## src/rtl/executs_muldiv.sv

```systemverilog
// Iterative multiply/divide unit with architectural HI/LO registers.
// The unit runs WIDTH shift-add or restoring-divide steps, then one sign-correction cycle before committing.
module executs_muldiv #(
    parameter int WIDTH     = 32,
    parameter int SIGNED_EN = 1
) (
    input  logic             clock,
    input  logic             reset,
    input  logic             Start,
    input  logic [2:0]       Md_op,
    input  logic [WIDTH-1:0] Operand_a,
    input  logic [WIDTH-1:0] Operand_b,
    input  logic             Flush,
    output logic             Busy,
    output logic             Done,
    output logic             Div_zero,
    output logic [WIDTH-1:0] Hi,
    output logic [WIDTH-1:0] Lo
);

    localparam int CW = $clog2(WIDTH);

    typedef enum logic [1:0] {IDLE, CALC, FIX} state_t;

    state_t             state_reg, state_next;
    logic [CW-1:0]      cnt_reg;
    logic [2*WIDTH-1:0] acc_reg;
    logic [WIDTH-1:0]   opnd_reg;
    logic               is_div_reg, neg_q_reg, neg_r_reg, dz_reg;
    logic [WIDTH-1:0]   hi_reg, lo_reg;
    logic               done_reg, div_zero_reg;

    logic               launch, launch_iter, last_iter;
    logic               signed_op, a_neg, b_neg;
    logic [WIDTH-1:0]   a_mag, b_mag;
    logic [WIDTH:0]     mul_sum, div_shift;
    logic [WIDTH-1:0]   div_sub, div_rem;
    logic               div_ok;
    logic [2*WIDTH-1:0] acc_step, prod_fix;
    logic [WIDTH-1:0]   quo, rem, q_fix, r_fix, hi_fix, lo_fix;

    assign launch      = (state_reg == IDLE) && Start && !Flush;
    assign launch_iter = launch && !Md_op[2];
    assign last_iter   = (cnt_reg == CW'(WIDTH - 1));

    // Operands are latched as magnitudes; signs are reapplied in FIX.
    assign signed_op = (SIGNED_EN != 0) && !Md_op[0];
    assign a_neg     = signed_op && Operand_a[WIDTH-1];
    assign b_neg     = signed_op && Operand_b[WIDTH-1];
    assign a_mag     = a_neg ? -Operand_a : Operand_a;
    assign b_mag     = b_neg ? -Operand_b : Operand_b;

    // Multiply: acc = {partial product, remaining multiplier bits}.
    assign mul_sum = {1'b0, acc_reg[2*WIDTH-1:WIDTH]} + (acc_reg[0] ? {1'b0, opnd_reg} : '0);

    // Divide: acc = {remainder, dividend/quotient shift register}.
    assign div_shift = {acc_reg[2*WIDTH-1:WIDTH], acc_reg[WIDTH-1]};
    assign div_ok    = (div_shift >= {1'b0, opnd_reg});
    assign div_sub   = div_shift[WIDTH-1:0] - opnd_reg;
    assign div_rem   = div_ok ? div_sub : div_shift[WIDTH-1:0];

    assign acc_step = is_div_reg ? {div_rem, acc_reg[WIDTH-2:0], div_ok}
                                 : {mul_sum, acc_reg[WIDTH-1:1]};

    // Divide-by-zero keeps the all-ones quotient; the remainder sign fix restores Operand_a.
    assign prod_fix = neg_q_reg ? -acc_reg : acc_reg;
    assign quo      = acc_reg[WIDTH-1:0];
    assign rem      = acc_reg[2*WIDTH-1:WIDTH];
    assign q_fix    = dz_reg ? '1 : (neg_q_reg ? -quo : quo);
    assign r_fix    = neg_r_reg ? -rem : rem;
    assign hi_fix   = is_div_reg ? r_fix : prod_fix[2*WIDTH-1:WIDTH];
    assign lo_fix   = is_div_reg ? q_fix : prod_fix[WIDTH-1:0];

    always_comb begin
        state_next = state_reg;
        Busy       = (state_reg != IDLE);
        if (Flush) begin
            state_next = IDLE;
        end else begin
            case (state_reg)
                IDLE:    if (launch_iter) state_next = CALC;
                CALC:    if (last_iter) state_next = FIX;
                FIX:     state_next = IDLE;
                default: state_next = IDLE;
            endcase
        end
    end

    always_ff @(posedge clock or negedge reset) begin
        if (!reset) begin
            state_reg    <= IDLE;
            cnt_reg      <= '0;
            acc_reg      <= '0;
            opnd_reg     <= '0;
            is_div_reg   <= 1'b0;
            neg_q_reg    <= 1'b0;
            neg_r_reg    <= 1'b0;
            dz_reg       <= 1'b0;
            hi_reg       <= '0;
            lo_reg       <= '0;
            done_reg     <= 1'b0;
            div_zero_reg <= 1'b0;
        end else begin
            state_reg    <= state_next;
            done_reg     <= 1'b0;
            div_zero_reg <= 1'b0;

            if (launch_iter) begin
                cnt_reg    <= '0;
                is_div_reg <= Md_op[1];
                dz_reg     <= Md_op[1] && (Operand_b == '0);
                neg_r_reg  <= Md_op[1] && a_neg;
                neg_q_reg  <= a_neg ^ b_neg;
                if (Md_op[1]) begin
                    acc_reg  <= {{WIDTH{1'b0}}, a_mag};
                    opnd_reg <= b_mag;
                end else begin
                    acc_reg  <= {{WIDTH{1'b0}}, b_mag};
                    opnd_reg <= a_mag;
                end
            end else if (launch && (Md_op[2:1] == 2'b10)) begin
                if (Md_op[0]) lo_reg <= Operand_a;
                else          hi_reg <= Operand_a;
            end

            if (state_reg == CALC && !Flush) begin
                acc_reg <= acc_step;
                cnt_reg <= cnt_reg + 1'b1;
            end

            if (state_reg == FIX && !Flush) begin
                hi_reg       <= hi_fix;
                lo_reg       <= lo_fix;
                done_reg     <= 1'b1;
                div_zero_reg <= is_div_reg && dz_reg;
            end
        end
    end

    assign Done     = done_reg;
    assign Div_zero = div_zero_reg;
    assign Hi       = hi_reg;
    assign Lo       = lo_reg;

endmodule
```

## config.mk

```make
export PLATFORM = sky130hd
export DESIGN_NAME = executs_muldiv
export DESIGN_NICKNAME = d
export VERILOG_FILES = /design/src/rtl/executs_muldiv.sv
export SDC_FILE = /design/constraint.sdc
export NUM_CORES = 1
export LEC_CHECK = 0
export ABC_AREA = 1
export ABC_CLOCK_PERIOD_IN_PS = 3000
export BUFFER_PORTS_ARGS = -buffer_cell sky130_fd_sc_hd__buf_4
export CELL_PAD_IN_SITES_DETAIL_PLACEMENT = 1
export CELL_PAD_IN_SITES_GLOBAL_PLACEMENT = 1
export CORE_MARGIN = 10
export CORE_UTILIZATION = 42
export DETAILED_ROUTE_END_ITERATION = 6
export PLACE_DENSITY = 0.79
export SLEW_MARGIN = 20
export SYNTH_ARGS = -nofsm -noshare
export SYNTH_HDL_FRONTEND = slang
export SYNTH_SLANG_ARGS = --single-unit
```

## constraint.sdc

```tcl
create_clock -name clock -period 3 [get_ports clock]
set_clock_uncertainty 0.15 [all_clocks]
set_input_delay 0 -clock clock [delete_from_list [all_inputs] [get_ports clock]]
set_output_delay 0 -clock clock [all_outputs]
set_load 0.03 [all_outputs]
```

==> flow_summary.yaml <==
status:
  status: "complete, no violations"
synthesis:
  syn_inst: 3089
  synth.area.top_cells: "dfrtp_1 (24%), nand2_1 (21%), inv_1 (8.9%)"
  synth-edff-count: 0
  synthArstFlopShare: 1.00
  synth_area_per_cell_um2: 5.87
  ys.warnings.count: 0
  syn_area_um2: 18100
  ys.flop_type: "dfrtp_1"
  ys_seq_area_frac: 0.239
  yosys_register_bits: 173
  synth_common_cells: "nand2_1 (1,021), inv_1 (428), nand3_1 (291)"
  yosysTopAreaCellShare: 0.239
  synth_most_common_cell: "nand2_1"
  synth_top_area_cell: "dfrtp_1"
  syn_nets: 3232
  synth.distinct_cells: 53
critical_path:
  rr_startpoint: "acc_reg[33]"
  r2r_cells: 14
  r2r_slack_ns: 0.04
  cp-end-kind: "register"
  crit_type: "register to register"
  worstPathMaxFanout: 8
  cp.required_ns: 3.25
  crit_path_start_kind: "register"
  r2r_end: "acc_reg[43]"
  arrival_ns: 3.21
grt:
  antenna_found_initial: 7
  grt_pass1_wl_um: 152000
  grt_usage: 0.380
  grt_pass1_vias: 24300
  grt_max_degree: 80
  grt_overflow_total: 0
sta:
  min_period_ns: 2.96
  max_freq_mhz: 338
  finalMaxSlewViolations: 0
  finalSetupViolations: 0
  worst_pin_slew_ns: 1.04
  maxSlewHeadroom: 0.297
  finalCritPeriodShare: 0.988
  finalHoldViolations: 0
  fin_worst_hold_slack_ns: 0.0341
clock_network:
  cts_root_buf: "clkbuf_16"
  cts_sinks: 173
  cts_tree: "yes"
  insertion_delay_ns: 0.50
  clk_pin_slew_ns: 0.09
  cts_made_buffers: 17
  clockBufferDepth: 2
  cts_max_level: 4
placed_design:
  globalplace.congestion: 1.06
  port_buffers: 137
  placed_area_um2: 20300
  dp_hpwl_um: 79900
min_path:
  min_from: "Operand_a[13]"
  hold_depth: 4
  hold_end: "opnd_reg[13]"
  hold_class: "primary input to register"
detailed_routing:
  drc: 0
  ant_nets: 0
  wl_per_cell_um: 25.9
  drt_pass1_iterations: 6
  viasPerCell: 6.04
  wirelength_um: 103000
  drtIter0Drc: 2741
  vias: 23900
final_layout:
  stdcell_area_um2: 22100
  largest_register_ffs: 64
  utilization: 0.516
  drive_above_1_share: 0.118
  syn_to_final_growth_pct: 22.2
  fin_nets: 3499
die:
  ioPinCount: 138
  fp.coreArea_um2: 42900
  initial_core_util: 0.423
  die_h_um: 228
  dieWidth_um: 228
  row_count: 76
  die-area_um2: 51900
job:
  cap_violations: 0
power:
  p_leak_nw: 11.5
  p_per_area_nw_per_um2: 939
  vdd_drop_max_mv: 0.408
critical path: stages (launching register included):
cell     delay (ns)
dfrtp_1        0.49
ha_1           0.46
nand2_1        0.11
nand2_1        0.14
inv_1          0.06
nand2_1        0.20
nand2_1        0.08
nand2_1        0.23
nand2_1        0.11
nand2_1        0.15
o21ai_0        0.11
a21oi_1        0.32
a21oi_1        0.12
nand2_1        0.08
nand2_1        0.05
layout by cell type (no fill, tap or decap), types with 11 or more instances in the layout:
cell / count
a21oi_1: 140
buf_4: 249
clkbuf_16: 17
dfrtp_1: 172
dlygate4sd3_1: 89
ha_1: 66
inv_1: 425
inv_2: 16
nand2_1: 1014
nand2_2: 19
nand3_1: 287
nand3b_1: 17
nand4_1: 54
nor2_1: 264
nor2_2: 22
nor2_4: 11
nor3_1: 31
o211ai_1: 58
o21ai_0: 168
o21ai_1: 17
o21bai_1: 29
o221ai_1: 22
o22ai_1: 11
xor2_1: 49
where the power goes:
group          leakage (nW)  internal [mW]  total [mW]  switching (mW)
sequential             2.18           3.00        3.86           0.866
combinational          9.03           4.40        14.4            10.0
clock                 0.303           1.28        2.52            1.25
cell families after synthesis:
| family | count (synthesis) | synth area share |
|---|---|---|
| DFF | 173 | 0.239 |
| buffers and inverters | 546 | 0.117 |
| and+or+nand+nor | 1752 | 0.408 |
| adders and majority gates | 72 | 0.0505 |
| xor gates and xnor gates | 56 | 0.0271 |
| AOI/OAI and AO/OA | 490 | 0.158 |
per-stage QoR:
stage / cells / setup WS, ns / TNS, ns / total power, mW
final: 3957 / 0.0371 / 0 / 20.8
after global routing: 3956 / -0.0244 / -0.0541 / 22.0
after CTS: 3940 / 0.0159 / 0 / 20.1
after detailed placement: 3818 / -0.0845 / -0.105 / 17.4
after global placement: 3818 / -0.134 / -0.231 / 17.1
after floorplan: 3089 / 0.290 / 0 / 12.1
timing repair:
| item | in CTS | in global routing |
|---|---|---|
| setup endpoints to repair | 2 | 45 |
| hold endpoints to repair | 273 | 0 |
| buffers inserted | 0 | 14 |
| gates resized for setup | 3 | 45 |
| hold buffers | 90 | 0 |
| pin swaps | 0 | 6 |
cell type report:
type,count,area (um2)
flip-flops and latches,173,4330
inverters,446,1680
well taps,585,732
multi-input cells,2370,11800
clock inverters,15,198
diodes,3,7.51
fillers,5980,20700
repair buffers,348,2940
clock buffers,17,425
worst max-delay path by stage:
| stage | to | slack, ns | start |
|---|---|---|---|
| 2_1_floorplan | acc_reg[61] | 0.29 | acc_reg[0] |
| 3_3_place_gp | acc_reg[54] | -0.13 | acc_reg[0] |
| 3_5_place_dp | acc_reg[54] | -0.08 | acc_reg[0] |
| 4_1_cts | acc_reg[54] | 0.02 | acc_reg[0] |
| 5_1_grt | opnd_reg[21] | -0.02 | Operand_b[0] |
| 6_report | acc_reg[43] | 0.04 | acc_reg[33] |
layer usage:
layer | up-vias | GRT usage | routed length (um)
li1 | 10500 | - | -
met1 | 11700 | 0.473 | 40500
met2 | 1332 | 0.591 | 45200
met3 | 324 | 0.107 | 11100
met4 | 6 | 0.194 | 5680
met5 | - | 0 | 35
Note: power is estimated with default switching activity, not from simulation.
